===== config.mk =====
export PLATFORM = sky130hd
export DESIGN_NAME = fetch_stage
export DESIGN_NICKNAME = d
export VERILOG_FILES = /design/src/rtl/fetch_stage.sv
export SDC_FILE = /design/constraint.sdc
export NUM_CORES = 1
export LEC_CHECK = 0
export BUFFER_PORTS_ARGS = -buffer_cell sky130_fd_sc_hd__buf_2
export CORE_MARGIN = 4
export CORE_UTILIZATION = 45
export DETAILED_ROUTE_END_ITERATION = 12
export GPL_TIMING_DRIVEN = 0
export PLACE_DENSITY = 0.73
export SYNTH_ARGS = -nofsm -noshare
export SYNTH_HDL_FRONTEND = slang
export SYNTH_SLANG_ARGS = --single-unit

===== constraint.sdc =====
create_clock -name clk -period 2.4 [get_ports clk]
set_input_delay 0.36 -clock clk [delete_from_list [all_inputs] [get_ports clk]]
set_output_delay 0.36 -clock clk [all_outputs]
set_load 0.01 [all_outputs]

===== src/rtl/fetch_stage.sv =====
`default_nettype none
// ============================================================================
// Module  : fetch_stage
// Brief   : Instruction-fetch stage of the Core Musa datapath.
//           - Holds the program counter.
//           - Fetches one 32-bit word per instruction over an imem req/ack
//             handshake.
//           - Hands instruction, PC and PC+4 to decode over valid/ready.
//           - Redirects from execute are accepted at any time; a fetch that
//             is already on the bus is drained and its data discarded.
// Options : FETCH_MISALIGN_EN - a misaligned PC on entry to REQ traps into
//           HALT, which only reset can leave. When the macro is not defined,
//           the low PC bits are masked off the fetch address.
// Revision: 1.0 - initial release
// ============================================================================
module fetch_stage #(
    parameter logic [31:0] RESET_PC = 32'h0000_0000
) (
    input  logic        clk,
    input  logic        rst,          // asynchronous, active-low
    output logic        imem_req,
    output logic [31:0] imem_addr,
    input  logic        imem_ack,
    input  logic [31:0] imem_rdata,
    input  logic        redirect,
    input  logic [31:0] redirect_pc,
    input  logic        dec_ready,
    output logic        if_valid,
    output logic [31:0] if_instr,
    output logic [31:0] if_pc,
    output logic [31:0] _npc1,
    output logic [2:0]  stage,
    output logic        misalign
);

    typedef enum logic [2:0] {
        ST_RST    = 3'd0,
        ST_REQ    = 3'd1,
        ST_VALID  = 3'd2,
        ST_SQUASH = 3'd3,
        ST_HALT   = 3'd4
    } state_t;

`ifdef FETCH_MISALIGN_EN
    // The full PC goes out on the bus; misalignment is trapped instead.
    localparam logic [31:0] C_ADDR_MASK = 32'hFFFF_FFFF;
`else
    // Word-aligned fetch; the low PC bits are still reported on if_pc.
    localparam logic [31:0] C_ADDR_MASK = 32'hFFFF_FFFC;
`endif

    state_t      state_q, state_d;
    logic [31:0] pc_q,    pc_d;
    logic [31:0] addr_q,  addr_d;
    logic [31:0] instr_q, instr_d;

    // Every path back into REQ goes through one point. That point loads
    // the new PC, sets up the fetch address and does the optional
    // alignment check.
    logic        enter_req;
    logic [31:0] req_target;

    // State and datapath registers; reset clears everything at once.
    always_ff @(posedge clk or negedge rst) begin
        if (!rst) begin
            state_q <= ST_RST;
            pc_q    <= RESET_PC;
            addr_q  <= RESET_PC & C_ADDR_MASK;
            instr_q <= 32'h0000_0000;
        end else begin
            state_q <= state_d;
            pc_q    <= pc_d;
            addr_q  <= addr_d;
            instr_q <= instr_d;
        end
    end

    // Next-state and next-datapath logic for the fetch controller.
    always_comb begin
        state_d    = state_q;
        pc_d       = pc_q;
        addr_d     = addr_q;
        instr_d    = instr_q;
        enter_req  = 1'b0;
        req_target = pc_q;

        case (state_q)
            ST_RST: begin
                enter_req  = 1'b1;
                req_target = pc_q;
            end

            ST_REQ: begin
                if (redirect) begin
                    pc_d = redirect_pc;
                    if (imem_ack) begin
                        // The data belongs to the old path and is dropped.
                        // The bus is free, so the new target is fetched
                        // straight away.
                        enter_req  = 1'b1;
                        req_target = redirect_pc;
                    end else begin
                        // The request must stay on the bus until it is
                        // acked, so the ack is awaited in SQUASH.
                        state_d = ST_SQUASH;
                    end
                end else if (imem_ack) begin
                    instr_d = imem_rdata;
                    state_d = ST_VALID;
                end
            end

            ST_SQUASH: begin
                // If several redirects arrive, the last one wins.
                if (redirect) begin
                    pc_d = redirect_pc;
                end
                if (imem_ack) begin
                    enter_req  = 1'b1;
                    req_target = redirect ? redirect_pc : pc_q;
                end
            end

            ST_VALID: begin
                // A redirect takes priority over decode accepting the
                // instruction.
                if (redirect) begin
                    enter_req  = 1'b1;
                    req_target = redirect_pc;
                end else if (dec_ready) begin
                    enter_req  = 1'b1;
                    req_target = pc_q + 32'd4;
                end
            end

            ST_HALT: begin
                // Parked until reset.
            end

            default: begin
                state_d = ST_RST;
            end
        endcase

        if (enter_req) begin
            pc_d    = req_target;
            addr_d  = req_target & C_ADDR_MASK;
            state_d = ST_REQ;
`ifdef FETCH_MISALIGN_EN
            if (req_target[1:0] != 2'b00) begin
                state_d = ST_HALT;
            end
`endif
        end
    end

    // All outputs are decoded from registered state only.
    assign imem_req  = (state_q == ST_REQ) || (state_q == ST_SQUASH);
    assign imem_addr = addr_q;
    assign if_valid  = (state_q == ST_VALID);
    assign if_instr  = instr_q;
    assign if_pc     = pc_q;
    assign _npc1     = pc_q + 32'd4;
    assign stage     = state_q;

`ifdef FETCH_MISALIGN_EN
    assign misalign  = (state_q == ST_HALT);
`else
    assign misalign  = 1'b0;
`endif

endmodule

`default_nettype wire


==> results of run 1 <==
## critical path, stage by stage (launching register included)
cell     delay (ns)
dfrtp_1        0.37
buf_6          0.13
nand4_1        0.14
buf_4          0.19
nor3_4         0.32
buf_4          0.19
nand3_1        0.09
xnor2_1        0.22
buf_2          0.17
## cells in the final DEF, fill, tap and decap left out, types with 12 or more instances in the layout
| cell | count |
|---|---|
| o22ai_1 | 15 |
| inv_1 | 12 |
| a21oi_1 | 18 |
| xnor2_1 | 12 |
| and3_1 | 14 |
| o21a_1 | 16 |
| buf_6 | 21 |
| nand4_1 | 13 |
| o21ai_1 | 20 |
| dfrtp_1 | 82 |
| buf_4 | 72 |
| buf_2 | 209 |
| clkbuf_1 | 22 |
| mux2_2 | 16 |
| mux2_1 | 21 |
| nand2_1 | 46 |
| dfrtp_2 | 14 |
| o21ai_0 | 18 |
| a221oi_1 | 17 |
| nand3_1 | 14 |
| nor2_1 | 42 |
## cell families (layout without fill, tap and decap cells)
logic type	Yosys count	in the layout
buffers and inverters	84	362
adder cells (fa/ha/maj)	1	1
multiplexers	46	46
AND/OR/NAND/NOR	205	205
other	1	4
flip-flops	96	96
XOR/XNOR	28	28
AO/OA/AOI/OAI	192	192
## layer usage
layer | global-route usage, % | vias to the layer above | part of all wire, %
met3 | 8.062 | 108 | 12
met1 | 38.93 | 3334 | 39
li1 | - | 2989 | -
met5 | 0 | - | 0
met2 | 44.88 | 526 | 45
met4 | 13.09 | 0 | 4.8
## metrics by stage
step                instance area (um2)  total power [W]  std cells
detailed placement                 7352         0.005339       1030
finish                             8630         0.007578       1110
global route                       8630         0.007919       1110
floorplan                          6116         0.004114        656
global placement                   7322         0.005286       1029
CTS                                8250         0.007225       1083
## how the worst min path moves through the flow
stage                   startpoint             to  slack [ns]  depth (start not counted)
floorplan                      rst    if_instr[0]        0.06                          0
global placement      imem_addr[2]   imem_addr[2]        0.46                          2
detailed placement             rst  imem_addr[13]        0.31                          1
CTS                 imem_rdata[26]   if_instr[26]        0.21                          2
global route        imem_rdata[26]   if_instr[26]        0.21                          2
finish              imem_rdata[20]   if_instr[20]        0.21                          2
## flip-flops by register name, summed over array words and instances, names as in the netlist
name,cells
stage,2
if_instr,32
if_pc,32
imem_addr,30
## layout make-up
cell class	count	area share (%)
clock buffer	11	2.813
timing repair buffer	267	18.27
sequential	96	28.04
multi-input combinational	476	42.19
tap	176	2.552
clock inverter	4	0.6090
buffer	66	4.915
inverter	14	0.6090
## synth_stat cells (all sizes together) (2+ instances only)
master   n  area share [%]
a211o    2            0.29
a211oi  11             1.4
a21boi   6            0.74
a21o     3            0.37
a21oi   18             1.5
a221o    5            0.82
a221oi  17             2.4
a222oi   2            0.33
a22o     2            0.29
a22oi    4            0.49
a31oi    9            0.92
and2     5            0.51
and3    17             1.7
and3b    2            0.29
and4     4            0.57
buf     41             4.1
clkbuf  29             1.8
dfrtp   96              39
inv     14            0.86
mux2    37             6.8
mux2i    9             1.5
nand2   48             3.0
nand2b   5            0.51
nand3   22             1.8
nand4   13             1.3
nor2    45             2.8
nor3    14             1.3
nor3b    3            0.37
nor4    10             1.6
o211ai   5            0.70
o21a    16             2.0
o21ai   39             3.3
o221a   12             2.2
o221ai   6            0.86
o22a     5            0.72
o22ai   15             1.5
o31ai    5            0.61
or2      9            0.92
or3      3            0.31
xnor2   15             2.2
xor2    13             1.9
## repair_timing
action | 4_1_cts | 5_1_grt
endpoints found under the hold margin | 25 | 0
hold buffers | 1 | 0
pin swaps | 25 | 27
resized for setup | 77 | 44
endpoints found under the setup margin | 58 | 28
buffers inserted | 40 | 29
## report_power, final
part	total [W]	switching (W)	internal (W)
combinational	0.00361	0.00198	0.00163
sequential	0.00247	0.000396	0.00208
clock	0.00149	0.000656	0.000837
total	0.00758	0.00303	0.00455
==> results.py, run 1 <==
metrics = {
    "floorplan": {
        "die_area_um2": 15490,
        "io_pins": 203,
        "coreArea_um2": 13240,
        "initial_core_util_pct": 46.10,
        "die_h_um": 124.5,
        "die_x_um": 124.5,
        "row_count": 42,
    },
    "sta": {
        "timing.fmax_ghz": 0.3934,
        "period_share_pct": 105.9,
        "clock_skew_ns": 0.01022,
        "hold_slack_ns": 0.2145,
        "setup_viol": 11,
        "hold_violations": 0,
        "period_minus_slack_ns": 2.542,
        "fin_ws_ns": -0.1418,
        "finalSetupTns_ns": -0.7372,
        "maxSlewViolCount": 0,
        "rsz0062_at_grt": "yes",
        "relSlewSlack_pct": 41.13,
        "worstMarginPinSlew_ns": 0.8830,
    },
    "logic_synthesis": {
        "ys.flop_type": "dfrtp_1",
        "netlist_instances": 653,
        "synth_top_family_by_area": "compound AO/OA/AOI/OAI gates",
        "ys_seq_elements": 96,
        "avgSynthCellArea_um2": 9.349,
        "synth_adder_area_share_pct": 0.2050,
        "ys_async_sr_fraction_pct": 100.0,
        "yosysSeqAreaShare_pct": 39.35,
        "synth.mux.area_fraction_pct": 8.301,
        "synth-xor-area-share_pct": 4.017,
        "ys_warn_count": 0,
        "synth_edf_count": 0,
        "synth_compound_area_share_pct": 23.51,
        "synthSimpleGateAreaFrac_pct": 17.83,
        "post_synth_num_cell_types": 74,
        "syn-cell-area_um2": 6105,
    },
    "detailed_routing": {
        "first_pass_iters": 8,
        "vias": 6957,
        "drt_iter0_drc": 719,
        "drt-total-wl_um": 24230,
        "drc_errors": 0,
        "wl_per_cell_um": 21.82,
        "vias_per_cell": 6.268,
        "drtAntennaViolNets": 0,
    },
    "clock_network": {
        "clkTransAtPathRegs_ns": 0.07,
        "ctsHtreeMaxLevel": 3,
        "ctsLongestPathBuffers": 2,
        "clk_latency_ns": 0.36,
        "cts_made_buffers": 9,
        "root_buffer": "clkbuf_16",
        "cts_tree": "yes",
        "cts_sinks": 96,
    },
    "grt": {
        "overflow": 0,
        "grt_max_degree": 72,
        "grt_pass1_wl_um": 35950,
        "antenna_found_initial": 0,
        "grt_pass1_vias": 6380,
        "gr-usage-all-layers_pct": 29.36,
    },
    "worst_setup_path": {
        "cp_max_fo": 5,
        "rr_startpoint": "stage[1]",
        "regToRegSetupSlack_ns": 0.12,
        "crit_end": "_npc1[23]",
        "crit_path_end_kind": "output port",
        "worstSetupStartpoint": "if_pc[5]",
        "worstSetupPathType": "flop to output port",
        "reg2regPathDepth": 6,
        "startpoint_type": "flop",
        "crit_required_ns": 2.04,
        "arrival_ns": 2.18,
        "r2r-end": "if_pc[24]",
    },
    "placement": {
        "hpwl_um": 16760,
        "port_buffers": 197,
        "pre_cts_ws_ns": -0.3387,
        "gp_congestion": 0.9656,
    },
    "final_layout": {
        "utilization_pct": 65.16,
        "fin_nets": 1000,
        "diodes": 0,
        "multi_input_area_um2": 3641,
        "seq_area_um2": 2420,
        "syn_to_final_growth_pct": 41.36,
        "nFillCells": 1116,
        "drive_gt1_share_pct": 45.40,
    },
    "outcome": {
        "violations": "setup timing",
        "outcome": "finished, violations left",
    },
    "hold_path": {
        "hold_class": "primary input to flop",
    },
    "power_and_ir_drop": {
        "p_leak_nw": 3.869,
        "power.density_nw_per_um2": 878.2,
        "irDropWorstVdd_mv": 0.3952,
    },
    "flow_run": {
        "cap_viol_max_count": 0,
    },
}
(Power assumes the default switching activity.)
==> inputs of run 2 (changes only) <==
Settings changed: CORE_MARGIN 4 to 8, SKIP_LAST_GASP set to 1.
==> run 2 against run 1 <==
The flow still finishes with violations (setup timing). Core utilization is 1.6 points lower. Sequential share of layout area is 0.69 points higher. Clock-buffer cell count stayed put. Combinational power is 4% lower. Sequential power hardly changed. First-iteration DRC count is 36% higher. Power is 3.0% lower. Wire length is 2.9% higher. Critical endpoint is now _npc1[21]. Flip-flop and latch count stayed put. Non-clock buffer count is 19 lower. Final cell count is 1.6% lower.
==> results.py, run 2 (synthesis results as in run 1) <==
metrics = {
    "sta": {
        "setup_viol": 11,
        "clock_skew_ns": 0.01195,
        "relSlewSlack_pct": 40.42,
        "period_share_pct": 107.0,
        "worstMarginPinSlew_ns": 0.8937,
        "fin_ws_ns": -0.1678,
        "hold_violations": 0,
        "period_minus_slack_ns": 2.568,
        "timing.fmax_ghz": 0.3894,
        "maxSlewViolCount": 0,
        "rsz0062_at_grt": "yes",
    },
    "detailed_routing": {
        "drt-total-wl_um": 24930,
        "vias_per_cell": 6.252,
        "drc_errors": 0,
        "drt_iter0_drc": 981,
        "first_pass_iters": 7,
        "vias": 6827,
        "drtAntennaViolNets": 0,
        "wl_per_cell_um": 22.83,
    },
    "clock_network": {
        "cts_made_buffers": 9,
        "root_buffer": "clkbuf_16",
        "cts_tree": "yes",
        "ctsHtreeMaxLevel": 3,
        "ctsLongestPathBuffers": 2,
        "clk_latency_ns": 0.36,
        "clkTransAtPathRegs_ns": 0.07,
        "cts_sinks": 96,
    },
    "final_layout": {
        "nFillCells": 1138,
        "fin_nets": 981,
        "final_common_cell": "buf_2",
        "utilization_pct": 63.54,
        "syn_to_final_growth_pct": 37.84,
        "layout_common_cells": "buf_2, dfrtp_1, buf_4",
        "final_cell_count_no_fill": 1092,
        "drive_gt1_share_pct": 44.04,
        "design_area_um2": 8414,
    },
    "grt": {
        "gr-usage-all-layers_pct": 27.09,
        "overflow": 0,
        "grt_pass1_wl_um": 37570,
        "antenna_found_initial": 1,
        "grt_pass1_vias": 6643,
        "grt_max_degree": 64,
    },
    "floorplan": {
        "io_pins": 203,
        "die_h_um": 132.5,
        "row_count": 42,
        "die_area_um2": 17550,
        "die_x_um": 132.5,
        "initial_core_util_pct": 46.10,
        "coreArea_um2": 13240,
    },
    "flow_run": {
        "cap_viol_max_count": 0,
    },
    "worst_setup_path": {
        "cp_max_fo": 4,
        "rr_startpoint": "if_pc[22]",
        "startpoint_type": "flop",
        "crit_required_ns": 2.04,
        "arrival_ns": 2.21,
        "worstSetupPathType": "flop to output port",
        "worstSetupStartpoint": "if_pc[2]",
        "crit_path_end_kind": "output port",
    },
    "placement": {
        "gp_congestion": 0.9966,
        "place_inst": 1030,
        "hpwl_um": 17660,
        "port_buffers": 197,
        "dpl-instance-area_um2": 7352,
        "pre_cts_ws_ns": -0.3171,
    },
    "power_and_ir_drop": {
        "irDropWorstVdd_mv": 0.4966,
        "power.density_nw_per_um2": 873.9,
        "p_leak_nw": 3.745,
    },
    "outcome": {
        "violations": "setup timing",
        "outcome": "finished, violations left",
    },
    "hold_path": {
        "hold_class": "primary input to flop",
        "hold_start": "imem_rdata[22]",
    },
}
[run 2: area by class of cell]
type / instances / area, um2 / share of cell area (%)
Multi-Input combinational cell: 476 / 3615 / 42.96
Tap cell: 176 / 220.2 / 2.617
Clock inverter: 4 / 30.03 / 0.3569
Clock buffer: 11 / 242.7 / 2.885
Sequential cell: 96 / 2417 / 28.73
Inverter: 14 / 52.55 / 0.6245
Antenna cell: 1 / 2.502 / 0.02974
Timing Repair Buffer: 248 / 1424 / 16.92
Buffer: 66 / 410.4 / 4.877
[run 2: where the power goes]
part,internal [W],switching [W]
registers,0.00208,0.000398
clock network,0.000730,0.000664
logic,0.00152,0.00196
[run 2: final timing paths]
check / end / slack [ns] / cells after the start
setup / recovery: _npc1[21] / -0.17 / 6
hold / removal: if_instr[22] / 0.21 / 2
setup reg to reg: if_pc[29] / 0.06 / 11
hold reg to reg: imem_addr[13] / 0.48 / 2
max in group asynchronous: if_pc[13] / 1.20 / 3
min in group asynchronous: if_instr[0] / 0.51 / 2
[run 2: through the flow]
step	hold slack [ns]	power [W]	setup TNS, ns
floorplan	0.06441	0.004114	0
global placement	0.4585	0.005321	-6.765
detailed placement	0.3552	0.005382	-2.791
CTS	0.2100	0.007154	-0.2182
global route	0.2197	0.007696	-1.179
finish	0.2118	0.007353	-0.7933
[run 2: worst max-delay path, cell delays in order, from the launching register on]
cell     delay, ns
dfrtp_2       0.44
buf_6         0.15
and3_4        0.20
nand4_1       0.27
nor3_1        0.32
xor2_1        0.27
buf_2         0.19
[run 2: what timing repair did]
action                                 CTS  global route
resized for setup                       67            44
endpoints found under the hold margin   33             0
buffers inserted                        39            10
pin swaps                               23            20
hold buffers                             1             0
gates cloned                             0             0
setup endpoints to repair               34            57
[run 2: metal layers]
metal,GRT usage (%),up-vias,share of wire [%]
met5,0,-,0
met4,14.70,0,4.9
met3,7.949,122,12
met2,41.83,515,46
met1,33.46,3237,37
li1,-,2953,-
==> inputs of run 3 (changes only) <==
Settings changed: BUFFER_PORTS_ARGS -buffer_cell sky130_fd_sc_hd__buf_2 to -buffer_cell sky130_fd_sc_hd__buf_4.
==> run 3 against run 2 <==
The run still ends with setup timing left. Via count up 1.2%. Worst setup slack gained 0.047 ns. Sequential power about the same. Flip-flop and latch count did not move. Critical path type unchanged. Largest cell class unchanged.
==> results.py, run 3 (synthesis results as in run 1) <==
metrics = {
    "outcome": {
        "outcome": "finished, violations left",
        "violations": "setup timing",
    },
    "power_and_ir_drop": {
        "irDropWorstVdd_mv": 0.5192,
        "power.density_nw_per_um2": 873.3,
        "power.switching_w": 0.003181,
        "p_seq_share_pct": 31.3,
        "clockPowerShare_pct": 17.9,
        "total_power_w": 0.007948,
        "p_int_w": 0.004767,
        "p_leak_nw": 4.045,
        "combPwrFrac_pct": 50.8,
        "power.share.switching_pct": 40.02,
    },
    "placement": {
        "hpwl_um": 19170,
        "pre_cts_ws_ns": -0.5706,
        "dpl-instance-area_um2": 7815,
        "port_buffers": 197,
        "gp_congestion": 0.9668,
    },
    "grt": {
        "grt_max_degree": 97,
        "overflow": 0,
        "antenna_found_initial": 0,
        "grt_pass1_vias": 6844,
        "gr-usage-all-layers_pct": 29.54,
        "grt_pass1_wl_um": 40490,
    },
    "detailed_routing": {
        "drt-total-wl_um": 27300,
        "drc_errors": 0,
        "drt_iter0_drc": 897,
        "wl_per_cell_um": 24.73,
        "vias_per_cell": 6.259,
        "vias": 6910,
        "drtAntennaViolNets": 0,
        "first_pass_iters": 6,
    },
    "worst_setup_path": {
        "crit_required_ns": 2.04,
        "cp_max_fo": 7,
        "cpPeakStageDelay_ns": 0.48,
        "crit_path_end_kind": "output port",
        "worstSetupPathType": "flop to output port",
        "arrival_ns": 2.16,
        "startpoint_type": "flop",
        "cp_slowest_cell": "dfrtp_2",
        "cp_cell_sequence": "nand4_1 > buf_4 > nor3_4 > buf_6 > nand4_1 > xor2_2 > inv_1 > buf_4",
    },
    "sta": {
        "clock_skew_ns": 0.01127,
        "rsz0062_at_grt": "yes",
        "setup_viol": 11,
        "period_minus_slack_ns": 2.521,
        "fin_ws_ns": -0.1211,
        "worstMarginPinSlew_ns": 1.273,
        "period_share_pct": 105.0,
        "timing.fmax_ghz": 0.3966,
        "maxSlewViolCount": 0,
        "relSlewSlack_pct": 15.15,
        "hold_violations": 0,
    },
    "clock_network": {
        "cts_made_buffers": 9,
        "ctsLongestPathBuffers": 2,
        "hold_buffers": 0,
        "cts_sinks": 96,
        "cts_tree": "yes",
        "clk_latency_ns": 0.36,
        "root_buffer": "clkbuf_16",
        "ctsHtreeMaxLevel": 3,
        "clkTransAtPathRegs_ns": 0.07,
    },
    "hold_path": {
        "hold_class": "primary input to flop",
    },
    "floorplan": {
        "die_x_um": 132.5,
        "io_pins": 203,
        "coreArea_um2": 13240,
        "row_count": 42,
        "initial_core_util_pct": 46.10,
        "die_h_um": 132.5,
        "die_area_um2": 17550,
    },
    "final_layout": {
        "syn_to_final_growth_pct": 49.09,
        "layout_common_cells": "buf_4, dfrtp_1, nand2_1",
        "design_area_um2": 9101,
        "fin_nets": 993,
        "diodes": 0,
        "drive_gt1_share_pct": 45.58,
        "final_common_cell": "buf_4",
    },
    "flow_run": {
        "cap_viol_max_count": 0,
    },
}
-- run 3: cell types whose count changed in the layout (fill, tap and decap cells not counted), moves of 3 or more --
cell,before,now
buf_2,211,15
buf_4,56,257
buf_6,16,24
nand3_4,5,8
-- run 3: area by class of cell --
type | count | area [um2]
Fill cell | 1092 | 4141
Timing Repair Buffer | 260 | 2014
Buffer | 66 | 421.7
Clock inverter | 6 | 51.30
Inverter | 14 | 52.55
Tap cell | 176 | 220.2
Multi-Input combinational cell | 476 | 3695
Clock buffer | 10 | 229.0
Sequential cell | 96 | 2417
-- run 3: critical path, delay by kind of cell (launching register included) --
family / cells / cell delay [ns]
XOR/XNOR: 1 / 0.22
flip-flops: 1 / 0.48
AND/OR/NAND/NOR: 3 / 0.55
buffers and inverters: 4 / 0.55
-- run 3: metal layers --
layer,wire length [um],global-route usage (%),up-vias
met5,0,0,-
met4,828,12.37,0
met3,2705,7.002,71
met2,12930,47.36,461
met1,10840,37.40,3408
li1,-,-,2970
-- run 3: what timing repair did --
item / CTS / global route
buffers inserted: 43 / 20
resized for setup: 80 / 53
setup endpoints to repair: 49 / 73
endpoints found under the hold margin: 0 / 0
pin swaps: 26 / 22
-- run 3: through the flow --
step	setup TNS [ns]	std cells	hold WS, ns	utilization [%]
after global placement	-7.941	1029	0.4657	59.01
after detailed placement	-7.845	1029	0.4733	59.01
after floorplan	0	656	0.06441	-
after CTS	-0.3359	1085	0.2106	65.87
final	-0.6472	1104	0.2151	68.73
after global routing	-1.341	1104	0.2114	68.73
-- run 3: final timing paths --
| path | cells after the start | end | slack, ns | startpoint |
|---|---|---|---|---|
| max in group asynchronous | 1 | if_pc[13] | 1.23 | rst |
| min reg2reg | 2 | imem_addr[29] | 0.48 | imem_addr[29] |
| max reg2reg | 7 | if_pc[9] | 0.08 | stage[0] |
| max | 8 | _npc1[26] | -0.12 | if_pc[8] |
| min | 2 | if_instr[17] | 0.22 | imem_rdata[17] |
| min in group asynchronous | 1 | if_instr[10] | 0.27 | rst |
-- run 3: power groups by stage --
| stage | Sequential, W | Combinational, W | Clock, W |
|---|---|---|---|
| global placement | 0.00243 | 0.00333 | 0 |
| CTS | 0.00247 | 0.00377 | 0.00143 |
| detailed placement | 0.00246 | 0.00336 | 0 |
| floorplan | 0.00259 | 0.00152 | 0 |
| global route | 0.00254 | 0.00426 | 0.00150 |
| finish | 0.00249 | 0.00404 | 0.00142 |
